`src/rtl/morra_driver.sv`:
```
// Morra match sequencer: drives pseudo-random moves from an 8-bit LFSR into a
// Mealy game model, tallies rounds and latches the match outcome.
//   state  | meaning
//   IDLE   | waiting for start, last match results held
//   INIT   | one-cycle inizia pulse, moves blanked
//   PLAY   | moves presented, round result sampled at cycle end
//   CHECK  | moves blanked, decide next round / finish / abort
//   FINISH | one-cycle done pulse
module morra_driver #(
  parameter int         MAX_ROUNDS   = 15,
  parameter logic [7:0] DEFAULT_SEED = 8'hA5
) (
  input  logic       clk,
  input  logic       rst_n,
  input  logic       start,
  input  logic [7:0] seed,
  input  logic [1:0] manche,
  input  logic [1:0] partita,
  output logic [1:0] primo,
  output logic [1:0] secondo,
  output logic       inizia,
  output logic       busy,
  output logic       done,
  output logic [1:0] result,
  output logic       abort,
  output logic [3:0] wins1,
  output logic [3:0] wins2,
  output logic [3:0] rounds
);

  typedef enum logic [2:0] {IDLE, INIT, PLAY, CHECK, FINISH} state_t;

  state_t     r_state, w_state_nxt;
  logic [7:0] r_lfsr, w_lfsr_nxt;
  logic [1:0] r_partita, w_partita_nxt;
  logic [1:0] r_primo, r_secondo, w_primo_nxt, w_secondo_nxt;
  logic       r_inizia, r_busy, r_done, r_abort, w_abort_nxt;
  logic [1:0] r_result, w_result_nxt;
  logic [3:0] r_wins1, r_wins2, r_rounds;
  logic [3:0] w_wins1_nxt, w_wins2_nxt, w_rounds_nxt;

  function automatic logic [3:0] sat_inc(input logic [3:0] v);
    return (v == 4'hF) ? v : v + 4'd1;
  endfunction

  function automatic logic [1:0] move_map(input logic [1:0] v);
    return (v == 2'b00) ? 2'b01 : v;
  endfunction

  always_comb begin
    w_state_nxt   = r_state;
    w_lfsr_nxt    = r_lfsr;
    w_partita_nxt = r_partita;
    w_result_nxt  = r_result;
    w_abort_nxt   = r_abort;
    w_wins1_nxt   = r_wins1;
    w_wins2_nxt   = r_wins2;
    w_rounds_nxt  = r_rounds;
    case (r_state)
      IDLE: begin
        if (start) begin
          w_lfsr_nxt   = (seed == 8'h00) ? DEFAULT_SEED : seed;
          w_wins1_nxt  = 4'd0;
          w_wins2_nxt  = 4'd0;
          w_rounds_nxt = 4'd0;
          w_result_nxt = 2'b00;
          w_abort_nxt  = 1'b0;
          w_state_nxt  = INIT;
        end
      end
      INIT: w_state_nxt = PLAY;
      PLAY: begin
        w_lfsr_nxt    = {r_lfsr[6:0], r_lfsr[7] ^ r_lfsr[5] ^ r_lfsr[4] ^ r_lfsr[3]};
        w_partita_nxt = partita;
        case (manche)
          2'b01: begin
            w_wins1_nxt  = sat_inc(r_wins1);
            w_rounds_nxt = sat_inc(r_rounds);
          end
          2'b10: begin
            w_wins2_nxt  = sat_inc(r_wins2);
            w_rounds_nxt = sat_inc(r_rounds);
          end
          2'b11:   w_rounds_nxt = sat_inc(r_rounds);
          default: ;
        endcase
        w_state_nxt = CHECK;
      end
      CHECK: begin
        if (r_partita != 2'b00) begin
          w_result_nxt = r_partita;
          w_state_nxt  = FINISH;
        end else if (int'(r_rounds) == MAX_ROUNDS) begin
          w_abort_nxt  = 1'b1;
          w_result_nxt = 2'b00;
          w_state_nxt  = FINISH;
        end else begin
          w_state_nxt = PLAY;
        end
      end
      FINISH:  w_state_nxt = IDLE;
      default: w_state_nxt = IDLE;
    endcase

    // Moves are registered, so they are derived from the state/LFSR being entered.
    w_primo_nxt   = 2'b00;
    w_secondo_nxt = 2'b00;
    if (w_state_nxt == PLAY) begin
      w_primo_nxt   = move_map(w_lfsr_nxt[1:0]);
      w_secondo_nxt = move_map(w_lfsr_nxt[3:2]);
    end
  end

  always_ff @(posedge clk or negedge rst_n) begin
    if (!rst_n) begin
      r_state   <= IDLE;
      r_lfsr    <= DEFAULT_SEED;
      r_partita <= 2'b00;
      r_primo   <= 2'b00;
      r_secondo <= 2'b00;
      r_inizia  <= 1'b0;
      r_busy    <= 1'b0;
      r_done    <= 1'b0;
      r_result  <= 2'b00;
      r_abort   <= 1'b0;
      r_wins1   <= 4'd0;
      r_wins2   <= 4'd0;
      r_rounds  <= 4'd0;
    end else begin
      r_state   <= w_state_nxt;
      r_lfsr    <= w_lfsr_nxt;
      r_partita <= w_partita_nxt;
      r_primo   <= w_primo_nxt;
      r_secondo <= w_secondo_nxt;
      r_inizia  <= (w_state_nxt == INIT);
      r_busy    <= (w_state_nxt == INIT) || (w_state_nxt == PLAY) || (w_state_nxt == CHECK);
      r_done    <= (w_state_nxt == FINISH);
      r_result  <= w_result_nxt;
      r_abort   <= w_abort_nxt;
      r_wins1   <= w_wins1_nxt;
      r_wins2   <= w_wins2_nxt;
      r_rounds  <= w_rounds_nxt;
    end
  end

  assign primo   = r_primo;
  assign secondo = r_secondo;
  assign inizia  = r_inizia;
  assign busy    = r_busy;
  assign done    = r_done;
  assign result  = r_result;
  assign abort   = r_abort;
  assign wins1   = r_wins1;
  assign wins2   = r_wins2;
  assign rounds  = r_rounds;

endmodule

```
`config.mk`:
```
export PLATFORM = sky130hd
export DESIGN_NAME = morra_driver
export DESIGN_NICKNAME = d
export VERILOG_FILES = /design/src/rtl/morra_driver.sv
export SDC_FILE = /design/constraint.sdc
export NUM_CORES = 1
export LEC_CHECK = 0
export ABC_AREA = 1
export CORE_ASPECT_RATIO = 0.5
export CORE_UTILIZATION = 50
export DETAILED_ROUTE_END_ITERATION = 7
export HOLD_SLACK_MARGIN = 0.08
export MAX_ROUTING_LAYER = met4
export PLACE_DENSITY_LB_ADDON = 0.25
export SYNTH_ARGS = -nofsm -noshare
export SYNTH_HDL_FRONTEND = slang
export SYNTH_SLANG_ARGS = --single-unit
```
`constraint.sdc`:
```
create_clock -name clk -period 1.7 [get_ports clk]
set_input_delay 0.255 -clock clk [delete_from_list [all_inputs] [get_ports clk]]
set_output_delay 0.255 -clock clk [all_outputs]
set_load 0.005 [all_outputs]
```
Word level (Yosys, flattened, before mapping)
Index checks and enable logic that the tools add are counted.
{"block": "classes", "n_addsub": 3, "eq_ne": 24, "n_mux": 29, "n_bitwise": 3, "reduce_logical": 16}
{"op": "$mux 4", "n": 7}
{"op": "$pmux 4 s2", "n": 3}
{"op": "$ne 2x2->1 const B", "n": 9}
{"op": "$mux 8", "n": 2}
{"op": "$pmux 8 s2", "n": 1}
{"op": "$reduce_and 4->1", "n": 4}
{"op": "$mux 2", "n": 7}
{"op": "$add 4x1->4 const B", "n": 3}
{"op": "$eq 3x2->1 const B", "n": 4}
{"op": "$eq 4x4->1 const B", "n": 3}
{"op": "$pmux 3 s4", "n": 1}
{"op": "$mux 3", "n": 3}
{"op": "$logic_not 8->1", "n": 1}
{"op": "$eq 3x1->1 const B", "n": 2}
{"op": "$reduce_bool 2->1", "n": 3}
{"op": "$eq 2x2->1 const B", "n": 2}
{"op": "$eq 4x1->1 const B", "n": 1}
{"op": "$logic_not 2->1", "n": 2}
{"op": "$pmux 2 s2", "n": 1}
{"op": "$eq 3x3->1 const B", "n": 1}
{"op": "$logic_not 3->1", "n": 1}
{"op": "$mux 1", "n": 3}
{"op": "$ne 3x3->1 const B", "n": 1}
{"op": "$reduce_and 3->1", "n": 1}
{"op": "6 further kinds", "n": 9}
{"block": "word_totals", "regBits": 35, "input_bits": 15, "wordCells": 89}

Logic depth before layout (Yosys ltp)
Gate-level depths: netlist (run 1).
{"block": "depth", "word_depth": 7, "depth_mapped": 11}

Worst setup path before layout (run 1)
Ideal clock, no wire load.
{"block": "synth_path", "path_kind": "reg2reg", "from": "register r_rounds[0] (netlist: rounds[0])", "to": "register r_primo[0] (netlist: primo[0])", "setup_time_ps": 73, "arrival_ps": 1303, "required_ps": 1627, "setup_slack_ps": 324, "path_stages_with_launch": 9, "n_path_buf": 0, "period_less_slack_ps": 1376, "path_cell_list": "dfrtp_1 > ha_1 > nand3_1 > nand3_1 > nand3_1 > nand3_1 > nor2_1 > inv_1 > a21oi_2"}
{"block": "synth_via", "elab_chain_cells": 6}
{"item": "start: declaration", "line_no": "39", "text": "logic [3:0] r_wins1, r_wins2, r_rounds;"}
{"item": "start signal: assignment", "line_no": "142", "text": "r_rounds <= w_rounds_nxt;"}
{"item": "$eq 4x1->1", "line_no": "93", "text": "end else if (int'(r_rounds) == MAX_ROUNDS) begin"}
{"item": "$mux 3", "line_no": "93"}
{"item": "$mux 3", "line_no": "90", "text": "if (r_partita != 2'b00) begin"}
{"item": "$pmux 3 s4", "line_no": "59", "text": "case (r_state)"}
{"item": "$eq 3x2->1", "line_no": "108", "text": "if (w_state_nxt == PLAY) begin"}
{"item": "$mux 2", "line_no": "108"}
{"item": "via w_primo_nxt[0]", "line_no": "36", "text": "logic [1:0] r_primo, r_secondo, w_primo_nxt, w_secondo_nxt;"}
{"item": "end signal: assignment", "line_no": "133", "text": "r_primo <= w_primo_nxt;"}
{"item": "end: declaration", "line_no": "36"}
The timed path passes the listed nets, and every way through them passes these cells.
A chain may end at the register's enable or synchronous reset.

Final worst setup path (run 1)
Ends and elaborated chain as after synthesis.

==> flow_summary.json, run 1 <==
{
  "status": "completed",
  "die_h_um": 43.7,
  "grt_pass1_wl_um": 5870,
  "internal_power_w": 0.00231,
  "worst-setup-path-type": "reg -> reg",
  "hold_viol_final": 0,
  "period_needed_ns": 1.52,
  "rr_endpoint": "primo[0]",
  "drv_cap": 0,
  "grt_util_met3": 0.0571,
  "synth-seq-cells": 35,
  "num_vias": 1456,
  "cts_buffer_depth": 2,
  "end_kind": "flop",
  "antenna_cells": 0,
  "cts-root-buf": "clkbuf_8",
  "fin_crit_sh": 0.895,
  "synth_area_um2": 1740,
  "setup_viol": 0,
  "rsz0062_at_grt": "no",
  "p_seq_frac": 0.370,
  "drt_iter0_drc": 54,
  "cts.clk_slew.worst_paths_ns": 0.07,
  "tightest_slew_ns": 0.440,
  "grtUsageTotal": 0.217,
  "clock-sinks": 35,
  "slew_violations": 0,
  "grt_max_degree": 36,
  "arrival_ns": 1.74,
  "grt_busiest_layer": "met2",
  "ys_warn_count": 0,
  "cp_cell_sequence": "ha_1 > nand3_1 > nand3_1 > nand3_1 > nand3_1 > nor2_2 > inv_1 > a21oi_2",
  "drc_errors": 0,
  "synth_cells": 203,
  "vias_per_cell": 5.06,
  "skew_ns": 0.00492,
  "fp.dieW_um": 85.4,
  "worstSetupStartpoint": "rounds[0]",
  "ys_seq_area_frac": 0.506,
  "dr.pass1.iters": 4,
  "place_hpwl_um": 2550,
  "clock_latency_ns": 0.28,
  "ys.flop_type": "dfrtp_1",
  "port_buffers": 36,
  "final_cell_mix": "nand2_1, clkdlybuf4s50_1, inv_1, dfrtp_1, nand3_1",
  "synthDistinctLibCells": 29,
  "p_per_area_nw_per_um2": 1730,
  "ant_nets": 0,
  "final_common_cell": "nand2_1",
  "netSwitchingPower_w": 0.00158,
  "rows": 14,
  "cts_hold_buf": 0,
  "netlist.area_leader.share": 0.446,
  "switching_share": 0.406,
  "fin_setup_tns_ns": 0,
  "drive_above_1_share": 0.125,
  "ys_top_cells_by_area": "dfrtp_1, nand2_1, inv_1",
  "cp_slowest_cell": "dfrtp_1",
  "worstPathMaxFanout": 5,
  "drt-total-wl_um": 3460,
  "gp_congestion": 0.789,
  "cp_common_cell": "nand3_1",
  "cts_tree": "yes",
  "cpPeakStageDelay_ns": 0.43,
  "synth_edf_count": 0,
  "worstRegToRegCells": 8,
  "leakagePower_nw": 1.11,
  "met1_usage": 0.279,
  "avgSynthCellArea_um2": 8.57,
  "power_w": 0.00389,
  "whs_ns": 0.373,
  "core-area_um2": 3150,
  "min_path_type": "in -> async",
  "area_growth_pct": 28.9,
  "grt_pass1_vias": 1377,
  "ios": 37,
  "die_area_um2": 3740,
  "timing.rr.start": "rounds[0]",
  "required_ns": 1.92,
  "clkPwrFrac": 0.145,
  "fin_nets": 266,
  "h-tree-depth": 2,
  "gr-total-overflow": 0,
  "fmax_mhz": 657,
  "antenna_found_initial": 0,
  "reg2reg_slack_ns": 0.18,
  "slew_headroom": 0.706,
  "async_reset_ff_frac": 1.00,
  "start_util": 0.552,
  "post_drt_wl_per_cell_um": 12.0,
  "critPathCapture": "primo[0]",
  "critPathLaunchType": "flop",
  "use_met2": 0.339,
  "ir_drop_uv": 782,
  "synth_top_area_cell": "dfrtp_1",
  "p_comb_frac": 0.485,
  "synth_nets": 221,
  "cts_buffers": 5
}
==> state kept, by name, summed over array words and instances, names as in the netlist <==
| name | flops |
|---|---|
| wins1 | 4 |
| result | 2 |
| primo | 2 |
| wins2 | 4 |
| secondo | 2 |
| inizia | 1 |
| r_state | 3 |
| rounds | 4 |
| r_lfsr | 8 |
| abort | 1 |
| done | 1 |
| busy | 1 |
| r_partita | 2 |
==> Yosys cell counts, types with 2 or more instances <==
master    instances
inv_1            33
nand2_1          47
o221ai_1          2
xor2_1            4
o211ai_1          2
ha_1              3
o21ai_0          14
nand3_1          23
nand4_1           3
dfstp_2           4
inv_2             2
nor2_1            8
nor3_1            2
dfrtp_1          31
nand2_2           6
nand2_4           3
a21oi_1           4
==> how the worst min path moves through the flow <==
stage	from	cells past startpoint	slack, ns	endpoint
floorplan	rst_n	0	-0.04	abort
global placement	result[0]	2	0.49	result[0]
detailed placement	result[1]	2	0.49	result[1]
CTS	rst_n	2	0.40	rounds[2]
global route	rst_n	2	0.42	r_lfsr[6]
finish	rst_n	2	0.37	result[0]
==> kinds of logic after synthesis <==
family,after synthesis,synth area share
and+or+nand+nor,96,0.262
buffers and inverters,38,0.0884
DFF,35,0.506
AOI/OAI and AO/OA,26,0.0971
xor gates and xnor gates,5,0.0252
adders and majority gates,3,0.0216
==> metal layers <==
layer | vias up | share of wire
met5 | - | 0
met2 | 36 | 0.46
li1 | 739 | -
met1 | 675 | 0.47
met4 | 0 | 0.010
met3 | 6 | 0.053
==> timing repair <==
action / 4_1_cts / 5_1_grt
resized for setup: 0 / 1
setup buffers: 0 / 0
endpoints found under the setup margin: 0 / 3
==> through the flow <==
step                cells  worst slack, ns   util  cell area (um2)
floorplan             203            0.324      -             1740
global placement      281            0.167  0.687             2160
detailed placement    281            0.114  0.687             2160
CTS                   288            0.113  0.711             2240
global route          288           0.0333  0.712             2240
finish                288            0.179  0.712             2240
==> critical path, delay by kind of cell, from the launching register on <==
kind / cells / cell delay (ns)
adder cells (fa/ha/maj): 1 / 0.23
AO/OA/AOI/OAI: 1 / 0.09
flip-flops: 1 / 0.43
AND/OR/NAND/NOR: 5 / 0.63
buffers and inverters: 1 / 0.07
==> power by group through the flow <==
stage	clock network, W	logic, W	registers, W
floorplan	0	0.00118	0.00144
CTS	0.000576	0.00189	0.00144
detailed placement	0	0.00188	0.00145
finish	0.000563	0.00189	0.00144
global route	0.000610	0.00212	0.00148
global placement	0	0.00181	0.00144
==> area by class of cell <==
cell class | instances | area, um2
clock buffer | 7 | 76.3
tap | 40 | 50.0
inverter | 36 | 138
sequential | 35 | 881
fill | 252 | 910
timing repair buffer | 40 | 390
multi-input combinational | 130 | 708
Note: power is estimated with default switching activity, not from simulation.
==> inputs of run 2 (changes only) <==
Settings changed: TNS_END_PERCENT from default to 20.
==> results of run 2 <==
The final DEF is identical to that of run 1; final timing and power are the same.
